[config.mk]
export PLATFORM = sky130hd
export DESIGN_NAME = dmem_port_arbiter
export DESIGN_NICKNAME = d
export VERILOG_FILES = /design/src/rtl/dmem_port_arbiter.sv
export SDC_FILE = /design/constraint.sdc
export NUM_CORES = 1
export LEC_CHECK = 0
export CAP_MARGIN = 30
export CORE_AREA = 2 2 126 128
export DETAILED_ROUTE_END_ITERATION = 10
export DIE_AREA = 0 0 128 130
export PLACE_DENSITY = 0.69
export SYNTH_ARGS = -nofsm -noshare
export SYNTH_HDL_FRONTEND = slang
export SYNTH_SLANG_ARGS = --single-unit
[constraint.sdc]
create_clock -name clk -period 2.75 [get_ports clk]
set_clock_uncertainty 0.05 [all_clocks]
set_input_delay 0.55 -clock clk [delete_from_list [all_inputs] [get_ports clk]]
set_output_delay 0.55 -clock clk [all_outputs]
set_load 0.005 [all_outputs]
[src/rtl/dmem_port_arbiter.sv]
// Two-requester round-robin arbiter for the RAM data port, with read-return routing.
// Grant is combinational (0 cycles); read data returns 1 cycle after grant; a losing requester holds req until granted.
module dmem_port_arbiter #(
    parameter int ADDR_WIDTH = 15,
    parameter int CNT_WIDTH  = 32
) (
    input  logic                  clk,
    input  logic                  reset,
    input  logic                  r0_req,
    input  logic [ADDR_WIDTH-1:0] r0_addr,
    input  logic                  r0_we,
    input  logic [3:0]            r0_be,
    input  logic [31:0]           r0_wdata,
    output logic                  r0_gnt,
    output logic                  r0_rvalid,
    output logic [31:0]           r0_rdata,
    input  logic                  r1_req,
    input  logic [ADDR_WIDTH-1:0] r1_addr,
    input  logic                  r1_we,
    input  logic [3:0]            r1_be,
    input  logic [31:0]           r1_wdata,
    output logic                  r1_gnt,
    output logic                  r1_rvalid,
    output logic [31:0]           r1_rdata,
    output logic [ADDR_WIDTH-1:0] d_addr,
    output logic                  d_we,
    output logic [3:0]            d_be,
    output logic [31:0]           d_wdata,
    input  logic [31:0]           d_rdata,
    output logic [CNT_WIDTH-1:0]  r0_gnt_cnt,
    output logic [CNT_WIDTH-1:0]  r1_gnt_cnt
);

    logic                 last_gnt_q, last_gnt_d;
    logic                 rd_pending_q, rd_pending_d;
    logic                 rd_owner_q, rd_owner_d;
    logic [CNT_WIDTH-1:0] cnt0_q, cnt0_d;
    logic [CNT_WIDTH-1:0] cnt1_q, cnt1_d;

    always_comb begin
        r0_gnt = 1'b0;
        r1_gnt = 1'b0;
        if (!reset) begin
            // On a tie the requester that did not win last time goes first.
            if (r0_req && r1_req) begin
                r0_gnt = last_gnt_q;
                r1_gnt = !last_gnt_q;
            end else begin
                r0_gnt = r0_req;
                r1_gnt = r1_req;
            end
        end
    end

    always_comb begin
        d_addr  = '0;
        d_we    = 1'b0;
        d_be    = 4'b0000;
        d_wdata = 32'h0;
        if (r0_gnt) begin
            d_addr  = r0_addr;
            d_we    = r0_we;
            d_be    = r0_be;
            d_wdata = r0_wdata;
        end else if (r1_gnt) begin
            d_addr  = r1_addr;
            d_we    = r1_we;
            d_be    = r1_be;
            d_wdata = r1_wdata;
        end
    end

    always_comb begin
        last_gnt_d   = last_gnt_q;
        rd_owner_d   = rd_owner_q;
        rd_pending_d = (r0_gnt && !r0_we) || (r1_gnt && !r1_we);
        cnt0_d       = cnt0_q;
        cnt1_d       = cnt1_q;
        if (r0_gnt) begin
            last_gnt_d = 1'b0;
            rd_owner_d = 1'b0;
            cnt0_d     = cnt0_q + CNT_WIDTH'(1);
        end else if (r1_gnt) begin
            last_gnt_d = 1'b1;
            rd_owner_d = 1'b1;
            cnt1_d     = cnt1_q + CNT_WIDTH'(1);
        end
    end

    always_ff @(posedge clk) begin
        if (reset) begin
            last_gnt_q   <= 1'b1;
            rd_pending_q <= 1'b0;
            rd_owner_q   <= 1'b0;
            cnt0_q       <= '0;
            cnt1_q       <= '0;
        end else begin
            last_gnt_q   <= last_gnt_d;
            rd_pending_q <= rd_pending_d;
            rd_owner_q   <= rd_owner_d;
            cnt0_q       <= cnt0_d;
            cnt1_q       <= cnt1_d;
        end
    end

    // Gating with reset drops a read whose return cycle coincides with reset.
    assign r0_rvalid  = rd_pending_q && !rd_owner_q && !reset;
    assign r1_rvalid  = rd_pending_q && rd_owner_q && !reset;
    assign r0_rdata   = r0_rvalid ? d_rdata : 32'h0;
    assign r1_rdata   = r1_rvalid ? d_rdata : 32'h0;
    assign r0_gnt_cnt = cnt0_q;
    assign r1_gnt_cnt = cnt1_q;

endmodule

==> Word-level counts from Yosys, hierarchy flattened <==
Index checks and enable logic that the tools add are counted.
{ "word_totals": {"inputBits": 140, "out_inout_bits": 184, "ramBits": 0, "register_bits": 67, "memories": 0, "romBits": 0, "latch_bits": 0, "elab_cells": 40} }
{ "op_classes": {"bitwise": 1, "mul": 0, "shift": 0, "magnitude_cmp": 0, "reduce_logical": 16, "add_sub_neg": 2, "n_div": 0, "muxes": 16, "eq_ne": 0} }
{ "op_table": {"columns": ["op", "count"], "rows": [
  ["$mux 32", 4],
  ["$add 32x1->32 const B", 2],
  ["$mux 15", 2],
  ["$mux 1", 8],
  ["$mux 4", 2],
  ["$logic_and 1x1->1", 7],
  ["$logic_not 1->1", 5],
  ["$reduce_and 2->1", 1],
  ["$reduce_bool 2->1", 1],
  ["$reduce_or 2->1", 1],
  ["$logic_or 1x1->1", 1],
  ["$not 1->1", 1]
]} }

==> Depth between registers and ports, before layout <==
Gate-level depths: netlist of the first run.
{ "depth": {"word_depth": 5, "depth_mapped": 7, "ltp_nobuf": 6} }

==> Worst setup path before layout of the first run <==
Ideal clock, no wire load.
{ "synth_timing": {"path_kind": "input to output", "start": "in reset", "end": "out d_wdata[10]", "required_time_ps": 2150, "setup_slack_ps": 435, "stages": 5, "n_path_buf": 2, "arrival_ps": 1715, "path_cell_list": "buf_2 > or3_1 > inv_2 > clkbuf_1 > a22o_1"} }
{ "synth_between": {"elab_chain_len": 3, "word_cells_on_any_way": 4, "cone_classes": "4 x mux"} }
{ "synth_rtl": {"columns": ["element", "line_no", "text"], "rows": [
  ["start: declaration", "8", "input logic reset,"],
  ["$mux 1", "43", "if (!reset) begin"],
  ["$mux 32", "65", "end else if (r1_gnt) begin"],
  ["$mux 32 (*)", "60", "if (r0_gnt) begin"],
  ["end: declaration", "28", "output logic [31:0] d_wdata,"]
]} }
Mark *: on every way between the ends. The rest lies on a longest branch, timed or not.

==> Worst setup path in the final report of the first run <==
{ "layout_timing": {"start": "in r1_req", "end": "out d_wdata[14]"} }
{ "layout_between": {"elab_chain_len": 5, "word_cells_on_any_way": 7, "cone_classes": "6 x mux; 1 x reduce/logical"} }
{ "layout_rtl": {"columns": ["element", "line_no", "text"], "rows": [
  ["start: declaration", "17", "input logic r1_req,"],
  ["$logic_and 1x1->1", "45", "if (r0_req && r1_req) begin"],
  ["$mux 1", "45", null],
  ["$mux 1", "43", null],
  ["$mux 32", "65", null],
  ["$mux 32 (*)", "60", null]
]} }
Marks and branches as above.

==> results of run 1 <==
==> synthesized netlist by cell type (3+ instances only) <==
cell and count:
dfxtp_1 67, nor2_1 51, o31ai_1 3, nand2b_1 3, nand3_1 18, inv_1 3
nor4_1 7, and3_1 14, xnor2_1 22, a22o_1 52, nand4_1 18, nand2_1 30
and4_1 7, clkbuf_1 17, a21oi_1 15, nor3_1 9, or3_1 10, or4_1 3
and2_1 67, buf_1 4, xor2_1 27, buf_2 9, o21ai_0 10
==> timing repair <==
item | CTS | global route
gates cloned | 4 | 0
buffers inserted | 4 | 0
pin swaps | 1 | 1
resized for setup | 87 | 27
setup endpoints to repair | 54 | 31
==> stage by stage <==
| step | util [%] | instances | total power, mW |
|---|---|---|---|
| after floorplan | - | 490 | 1.145 |
| after global placement | 49.42 | 997 | 1.554 |
| after detailed placement | 49.42 | 997 | 1.555 |
| after CTS | 52.23 | 1020 | 2.667 |
| after global routing | 51.70 | 1020 | 2.735 |
| final | 51.72 | 1021 | 2.624 |
==> sequential cells by signal, indices dropped and copies added, names as in the netlist <==
name / count
r0_gnt_cnt: 32
r1_gnt_cnt: 32
last_gnt_q: 1
rd_owner_q: 1
rd_pending_q: 1
==> final cells by class <==
class / instances / area [um2] / share of cell area (%)
Timing Repair Buffer: 354 / 3535 / 44.31
Multi-Input combinational cell: 386 / 2559 / 32.07
Sequential cell: 67 / 1341 / 16.81
Tap cell: 192 / 240.2 / 3.011
Clock buffer: 12 / 236.5 / 2.964
Clock inverter: 3 / 40.04 / 0.5019
Inverter: 5 / 21.27 / 0.2666
Antenna cell: 2 / 5.005 / 0.06274
==> logic make-up (layout without fill, tap and decap cells) <==
group / Yosys count / in the layout / share of synthesized area, %
and+or+nand+nor: 253 / 253 / 36.22
AOI/OAI and AO/OA: 81 / 81 / 15.10
DFF: 67 / 67 / 33.24
xor gates and xnor gates: 49 / 49 / 10.64
buffers and inverters: 37 / 374 / 3.938
adders and majority gates: 2 / 2 / 0.6201
muxes: 1 / 1 / 0.2481
other: 0 / 2 / 0
==> worst reg2reg max path, delay by kind of cell, from the launching register on <==
kind,cells,cell delay [ns]
AOI/OAI and AO/OA,1,0.15
buffers and inverters,1,0.21
and+or+nand+nor,4,1.11
DFF,1,0.41
==> report_power, final <==
part | total [mW] | switching, mW | internal, mW
logic | 0.545 | 0.183 | 0.362
clock network | 1.09 | 0.398 | 0.694
registers | 0.988 | 0.00814 | 0.980
total | 2.62 | 0.589 | 2.04
==> path summary, 6_finish.rpt <==
kind	to	depth (start not counted)	slack (ns)
worst max-delay path	d_wdata[14]	9	0.07
worst min-delay path	r0_gnt_cnt[13]	1	0.43
worst max register to register	r0_gnt_cnt[23]	6	0.75
worst min register to register	r0_gnt_cnt[13]	1	0.43
==> metal layers <==
metal	vias up	part of all wire (%)	global-route usage [%]
li1	2411	-	-
met1	2229	44	27.69
met2	199	48	33.88
met3	20	6.8	5.371
met4	0	1.5	6.464
met5	-	0	0
==> results.json, run 1 <==
{
  "die_w_um": 128,
  "die_area_um2": 16640,
  "final_common_cell": "clkdlybuf4s50_1",
  "vias_per_cell": 4.759,
  "wl_per_cell_um": 17.90,
  "path_clk_slew_ns": 0.06,
  "hold_viol": 0,
  "fin_ws_ns": 0.06962,
  "ys_warn_count": 0,
  "synth-seq-area-share_pct": 33.24,
  "antenna_found_initial": 1,
  "cts_made_buffers": 9,
  "root_buffer": "clkbuf_16",
  "hold_path_class": "reg2reg",
  "drt_iter0_markers": 212,
  "grt_overflow": 0,
  "period_share_pct": 97.47,
  "critical_path.cell_chain": "dlygate4sd2_1 > nor2b_2 > or3_4 > inv_4 > buf_12 > buf_4 > buf_16 > a22o_1 > clkdlybuf4s15_1",
  "crit_path_start": "r1_req",
  "yosys-top-cells-area": "dfxtp_1 (33%), a22o_1 (11%), and2_1 (10%), xor2_1 (5.9%), xnor2_1 (4.8%)",
  "cts.sinks": 67,
  "cp_slowest_cell": "or3_4",
  "drc": 0,
  "hold_ws_ns": 0.4335,
  "worst_pin_slew_ns": 0.6772,
  "area_growth_pct": 97.71,
  "final_cell_mix": "clkdlybuf4s50_1 (267), and2_1 (67), dfxtp_1 (67), a22o_1 (52), nor2_1 (51)",
  "coreArea_um2": 15420,
  "max_freq_mhz": 373.1,
  "drive_above_1_share_pct": 10.28,
  "dpl_cell_area_um2": 7622,
  "slew_headroom_pct": 54.85,
  "critPathKind": "in2out",
  "rsz0062_at_grt": "false",
  "peakVddDrop_mv": 0.3029,
  "syn_area_per_cell_um2": 8.235,
  "min_from": "r0_gnt_cnt[13]",
  "num_io_pins": 324,
  "pre_cts_ws_ns": -0.3526,
  "path_delay_family": "buffers and inverters",
  "setup_viol_count_final": 0,
  "timing.rr.start": "r0_gnt_cnt[3]",
  "ys_ff_latch": 67,
  "insertion_delay_ns": 0.33,
  "powerDensity_nw_per_um2": 328.9,
  "maxCapViolCount": 0,
  "synthFlopType": "dfxtp_1",
  "gp_congestion": 0.8139,
  "fin_crit_ns": 2.680,
  "grt_pass1_wl_um": 26430,
  "synth-edff-count": 0,
  "end_kind": "primary output",
  "die_h_um": 130,
  "postRouteWirelength_um": 18270,
  "nNetsFinal": 965,
  "io_buffers": 323,
  "syn_inst": 490,
  "dpl.hpwl_um": 14470,
  "cp.buffers_inverters": 6,
  "tns_ns": 0,
  "grt_usage_pct": 20.99,
  "dr.pass1.iters": 4,
  "outcome": "completed",
  "tritoncts": "built",
  "hold_buffers": 0,
  "n_fill_cell": 1480,
  "rows": 46,
  "synth_top_area_share_pct": 33.24,
  "crit_required_ns": 2.15,
  "finalInstanceArea_um2": 7978,
  "synth_top_area_cell": "dfxtp_1",
  "antenna_left": 0,
  "cts_max_path_buffers": 2,
  "cp-start-kind": "primary input",
  "htreeDepth": 3,
  "grt_max_degree": 64,
  "drv_slew": 0,
  "start_util_pct": 26.16,
  "syn_nets": 632,
  "vias": 4859,
  "ys_async_sr_fraction_pct": 0,
  "grt_pass1_vias": 4629,
  "crit_fanout": 10,
  "critPathArrivalTime_ns": 2.08,
  "syn_area_um2": 4035,
  "cpPeakStageDelay_ns": 0.35,
  "leakage_nw": 3.083,
  "synth.distinct_cells": 42
}
Note: power is estimated with default switching activity, not from simulation.
==> inputs of run 2 (changes only) <==
--- a/config.mk
+++ b/config.mk
@@ -10,6 +10,7 @@
 export DETAILED_ROUTE_END_ITERATION = 10
 export DIE_AREA = 0 0 128 130
 export PLACE_DENSITY = 0.69
+export SETUP_SLACK_MARGIN = 0.3
 export SYNTH_ARGS = -nofsm -noshare
 export SYNTH_HDL_FRONTEND = slang
 export SYNTH_SLANG_ARGS = --single-unit
==> results.json, run 2 (synthesis results as in run 1) <==
{
  "outcome": "completed",
  "dr.pass1.iters": 4,
  "vias_per_cell": 4.780,
  "root_buffer": "clkbuf_16",
  "hold_viol": 0,
  "cp-start-kind": "primary input",
  "path_clk_slew_ns": 0.05,
  "tritoncts": "built",
  "dpl_cell_area_um2": 7622,
  "coreArea_um2": 15420,
  "crit_fanout": 16,
  "start_util_pct": 26.16,
  "grt_pass1_wl_um": 26680,
  "postRouteWirelength_um": 18850,
  "final_cell_mix": "clkdlybuf4s50_1 (242), and2_1 (67), dfxtp_1 (66), a22o_1 (52), nor2_1 (51)",
  "cts.sinks": 67,
  "drt_iter0_markers": 212,
  "fin_crit_ns": 2.479,
  "grt_max_degree": 64,
  "setup_viol_count_final": 0,
  "critPathKind": "in2out",
  "critPathArrivalTime_ns": 1.88,
  "rsz0062_at_grt": "true",
  "final_common_cell": "clkdlybuf4s50_1",
  "gp_congestion": 0.8139,
  "die_h_um": 130,
  "crit_required_ns": 2.15,
  "drv_slew": 0,
  "peakVddDrop_mv": 0.3031,
  "worst_pin_slew_ns": 0.6791,
  "antenna_left": 0,
  "rows": 46,
  "die_w_um": 128,
  "leakage_nw": 3.566,
  "drc": 0,
  "hold_buffers": 0,
  "vias": 4962,
  "grt_pass1_vias": 4660,
  "antenna_found_initial": 1,
  "slew_headroom_pct": 54.73,
  "cts_made_buffers": 9,
  "finalInstanceArea_um2": 8198,
  "powerDensity_nw_per_um2": 323.1,
  "hold_path_class": "in2reg",
  "max_freq_mhz": 403.4,
  "nNetsFinal": 982,
  "die_area_um2": 16640,
  "finalPower_mw": 2.649,
  "end_kind": "primary output",
  "insertion_delay_ns": 0.33,
  "area_growth_pct": 103.2,
  "grt_usage_pct": 21.20,
  "num_io_pins": 324,
  "drive_above_1_share_pct": 14.22,
  "htreeDepth": 3,
  "io_buffers": 323,
  "wl_per_cell_um": 18.16,
  "n_fill_cell": 1473,
  "dpl.hpwl_um": 14470,
  "grt_overflow": 0,
  "cts_max_path_buffers": 2,
  "maxCapViolCount": 0,
  "period_share_pct": 90.15
}
==> run 2: path summary, 6_finish.rpt <==
kind,startpoint,end,depth (start not counted),slack [ns]
max,reset,r1_rdata[21],5,0.27
max reg2reg,r0_gnt_cnt[3],r0_gnt_cnt[23],6,0.74
min,reset,r0_gnt_cnt[0],2,0.40
min reg2reg,r0_gnt_cnt[13],r0_gnt_cnt[13],1,0.43
==> run 2: area by class of cell <==
cell class	instances	area, um2	area share [%]
timing repair buffer	371	3747	45.71
multi-input combinational	386	2565	31.29
sequential	67	1343	16.38
tap	192	240.2	2.930
clock buffer	12	236.5	2.885
clock inverter	3	40.04	0.4884
inverter	5	21.27	0.2595
antenna	2	5.005	0.06105
==> run 2: worst max-delay path, stage by stage <==
cell and delay (ns):
buf_4 0.14, and3b_2 0.36, clkbuf_16 0.21, and2_1 0.12, clkdlybuf4s50_1 0.49
==> run 2: timing repair <==
item,CTS,global route
endpoints found under the setup margin,60,75
pin swaps,3,4
gates resized for setup,169,48
setup buffers,10,5
cloned,5,4
==> run 2: power by group <==
part,total (mW),internal [mW],switching (mW),leakage (nW)
logic,0.569,0.377,0.191,2.89
clock network,1.09,0.694,0.398,0.136
registers,0.989,0.980,0.00869,0.540
==> run 2: layer usage <==
metal  track usage [%]  up-vias  part of all wire (%)
met4             6.270        0                   1.3
met3             5.330       17                   6.4
met5                 0        -                     0
met2             34.44      194                    49
li1                  -     2450                     -
met1             27.94     2301                    43
==> run 2: per-stage QoR <==
stage	setup slack [ns]	util (%)	instances	hold WS [ns]	TNS, ns
5_1_grt	0.2159	53.13	1037	0.4083	0
6_report	0.2708	53.15	1038	0.3990	0
4_1_cts	0.1780	52.38	1027	0.4378	0
3_3_place_gp	-0.3411	49.42	997	0.4101	-16.51
2_1_floorplan	0.4354	-	490	0.4104	0
3_5_place_dp	-0.3526	49.42	997	0.4219	-16.50
==> inputs of run 3 (changes only) <==
--- a/config.mk
+++ b/config.mk
@@ -5,6 +5,7 @@
 export SDC_FILE = /design/constraint.sdc
 export NUM_CORES = 1
 export LEC_CHECK = 0
+export ABC_CLOCK_PERIOD_IN_PS = 2750
 export CAP_MARGIN = 30
 export CORE_AREA = 2 2 126 128
 export DETAILED_ROUTE_END_ITERATION = 10
==> results of run 3 <==
Final layout, timing and power as in run 2 (identical DEF).
==> edit, RTL diff (config.mk and constraints of run 3) <==
Set the parameter `ADDR_WIDTH` to 14 (it was 15).
--- a/src/rtl/dmem_port_arbiter.sv
+++ b/src/rtl/dmem_port_arbiter.sv
@@ -3,3 +3,3 @@
 module dmem_port_arbiter #(
-    parameter int ADDR_WIDTH = 15,
+    parameter int ADDR_WIDTH = 14,
     parameter int CNT_WIDTH  = 32
Interface: changed (resized d_addr, r0_addr and r1_addr); port bits go from 324 to 321. No check against the original RTL was run, so the function may have changed too.
==> edit against run 3 <==
Power down 0.94%. Sequential cell count unchanged. Critical endpoint is now d_be[1]. Largest power group unchanged. Cell count unchanged. Final area down 1.9%. Critical path depth up 5. Setup slack better by 0.059 ns. Synthesized area down 1.3%. Global-route usage down 1.2 points. Hold slack better by 0.010 ns. Routed wire length down 4.2%.
==> edit: results (changes against run 3) <==
{| class="wikitable"
! Metric !! Value
|-
| Headroom to the max-slew limit || 56.40% (was 54.73%)
|-
| Flip-flop and latch count || 67 (unchanged)
|-
| Post-Synth Adder-Cell Area || 0.6283% (was 0.6202%)
|-
| Pin count of the biggest net entering global routing || 60 (was 64)
|-
| Routed metal-1 wirelength || 6.757 mm (was 8.192 mm)
|-
| Worst ir drop on vdd || 0.2671 mV (was 0.3031 mV)
|-
| Fill cell instance count of the final layout || 1475 (was 1473)
|-
| Per-cell routed wire length || 17.40 µm (was 18.16 µm)
|-
| Post-Synth XOR/XNOR Area || 10.78% (was 10.64%)
|-
| Number of global-route vias before repair || 4690 (was 4660)
|-
| Logic inverters || 8 (was 5)
|-
| Routed via count || 5059 (was 4962)
|-
| Total non-filler cell area in the finished layout || 8044 µm² (was 8198 µm²)
|-
| Run status || complete, no violations (unchanged)
|-
| Number of clock buffers in the layout || 14 (was 12)
|-
| Met2 track utilization from global routing || 36.87% (was 34.44%)
|-
| Cell area after placement || 7531 µm² (was 7622 µm²)
|-
| Area of the multi-input gates || 2524 µm² (was 2565 µm²)
|-
| Max stage delay on crit path || 0.17 ns (was 0.49 ns)
|-
| Register-to-Register Setup Slack || 0.55 ns (was 0.74 ns)
|-
| Slowest-stage cell, CP || sky130_fd_sc_hd__a22o_1 (was sky130_fd_sc_hd__clkdlybuf4s50_1)
|-
| Number of signal-net buffers in the layout || 365 (was 371)
|-
| First DRT Iteration DRCs || 204 (was 212)
|-
| Net count of the finished layout || 979 (was 982)
|-
| Length in cells of the worst reg-to-reg path || 5 (was 6)
|-
| Most frequent cells after synthesis || sky130_fd_sc_hd__dfxtp_1 (67), sky130_fd_sc_hd__and2_1 (66), sky130_fd_sc_hd__nor2_1 (53) (was sky130_fd_sc_hd__and2_1 (67), sky130_fd_sc_hd__dfxtp_1 (67), sky130_fd_sc_hd__a22o_1 (52))
|-
| Share of layout cells above drive strength 1 || 11.73% (was 14.22%)
|-
| Final weighted congestion of routability-driven global placement || 0.8266 (was 0.8139)
|-
| Sequential share of cell area || 16.74% (was 16.38%)
|-
| Endpoint of the worst hold path || rd_owner_q (was r0_gnt_cnt[0])
|-
| Non-clk buf share || 45.06% (was 45.71%)
|-
| Overall routing resource usage || 19.99% (was 21.20%)
|-
| Hold Slack || 0.4093 ns (was 0.3990 ns)
|-
| Estimated wirelength of the detail-placed design || 13.31 mm (was 14.47 mm)
|-
| Peak fanout along the critical path || 7 (was 16)
|-
| Post-Syn Nets || 636 (was 632)
|-
| Syn-to-layout area delta || 102.0% (was 103.2%)
|-
| Met1 GRT Util || 21.56% (was 27.94%)
|-
| Launch instance of the worst register-to-register path || r0_gnt_cnt[4] (was r0_gnt_cnt[3])
|-
| Number of multi-input combinational cells || 388 (was 386)
|}
edit: cell types whose count changed in the layout (fill, tap and decap cells not counted), sizes merged, moves of 5 or more:
cell / run 3 / this run
clkdlybuf4s50: 242 / 258
dlymetal6s2s: 19 / 4
buf: 74 / 61
nor4: 10 / 22
xnor2: 22 / 34
xor2: 27 / 15
dlygate4sd2: 16 / 27
clkdlybuf4s15: 8 / 0
nand4: 19 / 12
clkbuf: 24 / 29
nand3: 20 / 25
edit: how the worst max path moves through the flow:
stage / from / endpoint / slack, ns / cells past startpoint
final: reset / d_be[1] / 0.33 / 10
after global routing: reset / r1_rdata[25] / 0.28 / 6
after detailed placement: r1_req / d_addr[11] / -0.24 / 6
after floorplan: r1_req / d_addr[0] / 0.46 / 5
after global placement: r1_req / d_addr[11] / -0.23 / 6
after CTS: r1_req / d_wdata[9] / 0.16 / 9
edit: what timing repair did:
item                                    4_1_cts  5_1_grt
setup buffers                                14        2
cloned                                        4        3
gates resized for setup                     121       38
pin swaps                                     4        2
endpoints found under the setup margin       57       86
